===== src/rtl/dsp_pkg.sv =====
// Shared DSP definitions: decimator state encoding and default sizing.
package dsp_pkg;

  localparam int DEFAULT_DATA_WIDTH = 16;
  localparam int DEFAULT_DECIMATION = 4;

  typedef enum logic {
    ST_ACCUM = 1'b0,
    ST_EMIT  = 1'b1
  } dec_state_t;

endpackage


===== src/rtl/sample_decimator_if.sv =====
// Decimator bus: upstream FIFO read side and downstream result side.
interface sample_decimator_if
  import dsp_pkg::*;
#(
  parameter int DATA_WIDTH = DEFAULT_DATA_WIDTH
) ();

  logic                         read_request;
  logic                         input_valid;
  logic signed [DATA_WIDTH-1:0] data_in;
  logic                         output_valid;
  logic signed [DATA_WIDTH-1:0] data_out;
  logic                         ready_for_output;
  logic [15:0]                  window_count;

  modport master (
    output input_valid, data_in, ready_for_output,
    input  read_request, output_valid, data_out, window_count
  );

  modport slave (
    input  input_valid, data_in, ready_for_output,
    output read_request, output_valid, data_out, window_count
  );

endinterface


===== src/rtl/sample_decimator.sv =====
// Block-average decimator sitting directly behind a FIFO; define
// SAMPLE_DECIMATOR_ROUND_EN for round-half-up instead of floor.
module sample_decimator
  import dsp_pkg::*;
#(
  parameter int DATA_WIDTH = DEFAULT_DATA_WIDTH,
  parameter int DECIMATION = DEFAULT_DECIMATION
) (
  input logic               clk,
  input logic               reset,
  sample_decimator_if.slave bus
);

  localparam int SHIFT = $clog2(DECIMATION);
  localparam int SUM_W = DATA_WIDTH + SHIFT;
  localparam int CNT_W = SHIFT + 1;

  if (DECIMATION < 2 || DECIMATION > 256 || (DECIMATION & (DECIMATION - 1)) != 0) begin : g_bad_decimation
    $error("DECIMATION must be a power of two in 2..256");
  end

  dec_state_t               state, state_next;
  logic signed [SUM_W-1:0]  sum;
  logic signed [SUM_W-1:0]  sum_next;
  logic [CNT_W-1:0]         count;
  logic                     pending;
  logic                     run;
  logic signed [DATA_WIDTH-1:0] data_out_q;
  logic signed [DATA_WIDTH-1:0] avg;
  logic [15:0]              window_count;
  logic [CNT_W:0]           outstanding;
  logic                     take;
  logic                     last;

  assign sum_next    = sum + SUM_W'(bus.data_in);
  assign outstanding = {1'b0, count} + {{CNT_W{1'b0}}, pending};
  assign take        = (state == ST_ACCUM) && bus.input_valid && (count < CNT_W'(DECIMATION));
  assign last        = take && (count == CNT_W'(DECIMATION - 1));

  // Sum is one bit wider per halving, so the half-LSB add cannot overflow.
`ifdef SAMPLE_DECIMATOR_ROUND_EN
  localparam logic signed [SUM_W-1:0] HALF = SUM_W'(DECIMATION / 2);
  logic signed [SUM_W-1:0] sum_rounded;
  assign sum_rounded = sum_next + HALF;
  assign avg         = DATA_WIDTH'(sum_rounded >>> SHIFT);
`else
  assign avg         = DATA_WIDTH'(sum_next >>> SHIFT);
`endif

  always_ff @(posedge clk or posedge reset) begin
    if (reset) state <= ST_ACCUM;
    else       state <= state_next;
  end

  always_comb begin
    state_next = state;
    case (state)
      ST_ACCUM: if (last) state_next = ST_EMIT;
      ST_EMIT:  if (bus.ready_for_output) state_next = ST_ACCUM;
      default:  state_next = ST_ACCUM;
    endcase
  end

  // run holds off requests until the first edge after reset release.
  always_ff @(posedge clk or posedge reset) begin
    if (reset) begin
      sum          <= '0;
      count        <= '0;
      pending      <= 1'b0;
      run          <= 1'b0;
      data_out_q   <= '0;
      window_count <= '0;
    end else begin
      run     <= 1'b1;
      pending <= bus.read_request;
      if (take) begin
        sum   <= sum_next;
        count <= count + 1'b1;
        if (last) data_out_q <= avg;
      end else if (state == ST_EMIT && bus.ready_for_output) begin
        sum          <= '0;
        count        <= '0;
        window_count <= window_count + 16'd1;
      end
    end
  end

  assign bus.read_request = run && (state == ST_ACCUM) && (outstanding < (CNT_W + 1)'(DECIMATION));
  assign bus.output_valid = (state == ST_EMIT);
  assign bus.data_out     = data_out_q;
  assign bus.window_count = window_count;

endmodule


===== src/flat_wrapper.sv =====
// flat-port wrapper written by rule: the top's interface ports become plain ports
module sample_decimator_flat import dsp_pkg::*;
#(
  parameter int DATA_WIDTH = DEFAULT_DATA_WIDTH,
  parameter int DECIMATION = DEFAULT_DECIMATION
)
  (clk, reset, bus_input_valid, bus_data_in, bus_ready_for_output, bus_read_request, bus_output_valid, bus_data_out, bus_window_count);
  sample_decimator_if #(.DATA_WIDTH(DATA_WIDTH)) bus_i ();
  input logic clk;
  input logic reset;
  input wire logic [$bits(bus_i.input_valid)-1:0] bus_input_valid;
  input wire logic [$bits(bus_i.data_in)-1:0] bus_data_in;
  input wire logic [$bits(bus_i.ready_for_output)-1:0] bus_ready_for_output;
  output wire logic [$bits(bus_i.read_request)-1:0] bus_read_request;
  output wire logic [$bits(bus_i.output_valid)-1:0] bus_output_valid;
  output wire logic [$bits(bus_i.data_out)-1:0] bus_data_out;
  output wire logic [$bits(bus_i.window_count)-1:0] bus_window_count;
  assign bus_i.input_valid = bus_input_valid;
  assign bus_i.data_in = bus_data_in;
  assign bus_i.ready_for_output = bus_ready_for_output;
  assign bus_read_request = bus_i.read_request;
  assign bus_output_valid = bus_i.output_valid;
  assign bus_data_out = bus_i.data_out;
  assign bus_window_count = bus_i.window_count;
  sample_decimator #(.DATA_WIDTH(DATA_WIDTH), .DECIMATION(DECIMATION)) u_core (.clk(clk), .reset(reset), .bus(bus_i));
endmodule

===== config.mk =====
export PLATFORM = sky130hd
export DESIGN_NAME = sample_decimator_flat
export DESIGN_NICKNAME = d
export VERILOG_FILES = /design/src/rtl/dsp_pkg.sv /design/src/rtl/sample_decimator_if.sv /design/src/rtl/sample_decimator.sv /design/src/flat_wrapper.sv
export SDC_FILE = /design/constraint.sdc
export NUM_CORES = 1
export LEC_CHECK = 0
export CORE_MARGIN = 10
export CORE_UTILIZATION = 40
export CTS_CLUSTER_DIAMETER = 100
export DETAILED_ROUTE_END_ITERATION = 6
export GPL_TIMING_DRIVEN = 1
export REMOVE_ABC_BUFFERS = 1
export SLEW_MARGIN = 30
export SYNTH_ARGS = -nofsm -noshare
export SYNTH_HDL_FRONTEND = slang
export SYNTH_SLANG_ARGS = --single-unit

===== constraint.sdc =====
create_clock -name clk -period 3.38 [get_ports clk]
set_clock_uncertainty 0.15 [all_clocks]
set_input_delay 0.676 -clock clk [delete_from_list [all_inputs] [get_ports clk]]
set_output_delay 0.676 -clock clk [all_outputs]
set_load 0.005 [all_outputs]

==> results.sh <==
export IMPL_status="finished clean"
export IMPL_clk_path_buf_depth=2
export IMPL_cts_sinks=56
export IMPL_drt_pass1_iter_count=4
export IMPL_fmax_ghz=0.3332
export IMPL_critPathMostFrequentCell="o21ai_0"
export IMPL_yosysSeqAreaShare_pct=46.34
export IMPL_layout_nets=418
export IMPL_hold_violations=0
export IMPL_r2r_end="u_core.bus.data_out[12]"
export IMPL_cts_tree="built"
export IMPL_ant_nets=0
export IMPL_crit_path_end="u_core.bus.data_out[12]"
export IMPL_diodes=0
export IMPL_dieArea_mm2=0.01144
export IMPL_portBuffers=53
export IMPL_startpoint="bus_data_in[0]"
export IMPL_drv_cap=0
export IMPL_synthToLayoutAreaGrowth_pct=25.69
export IMPL_clkLatencyLatePin_ps=310
export IMPL_ios=54
export IMPL_ys_top_cells_by_area="dfrtp_1 (46%), ha_1 (8.3%), o21ai_0 (6.5%)"
export IMPL_cts_max_level=2
export IMPL_grt_setup_unrepaired="no"
export IMPL_crit_chain="clkdlybuf4s50_1 -> ha_1 -> fa_1 -> a21oi_1 -> nor2_1 -> o21ai_0 -> buf_4 -> a311oi_1 -> o31ai_1 -> xor2_1 -> o21ai_0"
export IMPL_cp_top_family="compound AO/OA/AOI/OAI gates"
export IMPL_layout_drive_gt1_share_pct=6.614
export IMPL_overflow=0
export IMPL_place_area_mm2=0.003705
export IMPL_initial_core_util_pct=41.47
export IMPL_synth_avg_cell_area_um2=9.421
export IMPL_p_leak_nw=1.692
export IMPL_routed_via_count=2384
export IMPL_synth_seq_cells=56
export IMPL_ctsHoldBuffers=0
export IMPL_synth_top_flop_cell="dfrtp_1"
export IMPL_synthMuxAreaShare_pct=0.3724
export IMPL_place_gp_congestion=0.8602
export IMPL_die_h_um=107.0
export IMPL_final_util_pct=52.13
export IMPL_final_area_mm2=0.003801
export IMPL_cts_buffers=5
export IMPL_grt_use_total_pct=12.12
export IMPL_ys_warn_count=0
export IMPL_synth_edff_count=0
export IMPL_hp_class="flip-flop to flip-flop"
export IMPL_fill_cells=703
export IMPL_synth_xor_area_share_pct=9.433
export IMPL_cp_depth=11
export IMPL_cpPeakStageDelay_ps=410
export IMPL_dp_slack_ps=43.63
export IMPL_cp_start_kind="primary input"
export IMPL_critical_path_required_ps=3410
export IMPL_fp_row_count=31
export IMPL_synthMostInstantiatedCell="dfrtp_1"
export IMPL_setup_slack_ps=378.7
export IMPL_cts_root_buf="clkbuf_8"
export IMPL_coreArea_mm2=0.007292
export IMPL_layout_min_cycle_time_ps=3001
export IMPL_worst_pin_slew_ps=876.1
export IMPL_cts_resized=0
export IMPL_drc_errors=0
export IMPL_synth_distinct_cells=43
export IMPL_routed_wl_um=6706
export IMPL_synth_top_area_share_pct=46.34
export IMPL_synth_top_family_by_area="simple AND/OR/NAND/NOR gates"
export IMPL_power_density_mw_per_mm2=656.1
export IMPL_final_max_slew_viol_count=0
export IMPL_antenna_found_initial=0
export IMPL_grt_max_degree=39
export IMPL_vias_per_cell=4.998
export IMPL_reg2reg_depth=10
export IMPL_worstSetupPathType="primary input to flip-flop"
export IMPL_synth_area_mm2=0.003024
export IMPL_whs_path_depth=1
export IMPL_synth_top_area_cell="dfrtp_1"
export IMPL_critical_path_arrival_ps=3030
export IMPL_post_cts_buffers=0
export IMPL_die_width_um=107.0
export IMPL_synth_compound_area_share_pct=15.47
export IMPL_synthArstFlopShare_pct=100.0
export IMPL_synthSimpleGateAreaFrac_pct=16.55
export IMPL_grt_pass1_vias=2452
export IMPL_netlist_instances=321
export IMPL_post_drt_wl_per_cell_um=14.06
export IMPL_final_setup_tns_ps=0
export IMPL_hpwl_um=5143
export IMPL_cp_max_fo=3
export IMPL_reg2reg_slack_ps=770
export IMPL_setup_worst_path_end_class="flip-flop"
export IMPL_grt_pass1_wl_um=11690
export IMPL_setup_viol=0
export IMPL_synth_adder_area_share_pct=8.937
export IMPL_timing_slew_headroom_pct=41.45
export IMPL_drtIter0Drc=69
export IMPL_rr_startpoint="u_core.sum[0]"
export IMPL_clk_pin_slew_ps=110
export IMPL_cp_slowest_cell="clkdlybuf4s50_1"
export IMPL_fin_crit_sh_pct=88.79
export IMPL_power_mw=2.494
export IMPL_synth_commonest_cells="dfrtp_1 (56), nand2_1 (43), o21ai_0 (39)"
export IMPL_crit_buf_inv=2
export IMPL_vdd_ir_drop_worst_v=0.0002975
[routing by layer]
| metal | share of wire, % | GRT usage (%) | up-vias | wire, um |
|---|---|---|---|---|
| met3 | 5.4 | 3.892 | 4 | 362 |
| met5 | 0 | 0 | - | 0 |
| met4 | 0.76 | 2.901 | 0 | 51 |
| met1 | 49 | 15.63 | 1110 | 3290 |
| met2 | 45 | 19.27 | 36 | 3001 |
| li1 | - | - | 1234 | - |
[layout make-up]
class                      count  area [um^2]  share of cell area, %
clock buffer                   5        68.82                  1.810
clock inverter                 3        27.53                 0.7242
inverter                      10        37.54                 0.9875
multi-input combinational    243         1539                  40.49
sequential                    56         1401                  36.87
tap                           99        123.9                  3.259
timing repair buffer          61        603.1                  15.87
[report_power, final]
part	internal (mW)	total (mW)	switching (mW)
combinational	0.546	1.18	0.637
sequential	0.821	0.921	0.0997
clock	0.153	0.390	0.237
[layout by cell type (no fill, tap or decap), types with 5 or more instances in the layout]
cell	n
clkbuf_8	5
nand3_1	31
o21ai_0	39
inv_1	9
a21oi_1	17
ha_1	20
clkdlybuf4s50_1	53
nand4_1	6
nand2_1	43
xor2_1	10
dfrtp_1	56
buf_4	7
nor2_1	15
xnor2_1	20
[per-stage QoR]
step	hold WS [ps]	instances
2_1_floorplan	304.1	309
5_1_grt	355.9	477
3_5_place_dp	300.7	469
4_1_cts	316.2	477
3_3_place_gp	309.9	469
6_report	314.4	477
[cells by family (layout without fill, tap and decap cells)]
family,Yosys count,count (layout)
compound gates,81,81
other cells,1,1
simple gates,108,108
buf+inv,22,79
flops,56,56
xor+xnor,31,31
fa+ha+maj,21,21
mux,1,1
[worst min path at each step]
stage                                start                          end
6_report                    u_core.pending               u_core.pending
5_1_grt        u_core.bus.window_count[15]  u_core.bus.window_count[15]
4_1_cts                     u_core.pending               u_core.pending
3_5_place_dp                u_core.pending               u_core.pending
3_3_place_gp                u_core.pending               u_core.pending
2_1_floorplan               u_core.pending               u_core.pending
[worst reg2reg max path, cell delays in order (launching register included)]
cell      delay [ps]
dfrtp_1          400
ha_1             210
fa_1             410
a21oi_1          230
nor2_1            90
o21ai_0          170
buf_4            150
a311oi_1         100
o31ai_1          260
xor2_1           210
o21ai_0          110
[state kept, by name (all words and copies together), names as in the netlist]
name / cells
u_core.run: 1
u_core.count: 3
u_core.bus.data_out: 16
u_core.pending: 1
u_core.sum: 18
u_core.bus.output_valid: 1
u_core.bus.window_count: 16
No activity file was read; power rests on OpenSTA's default activity.
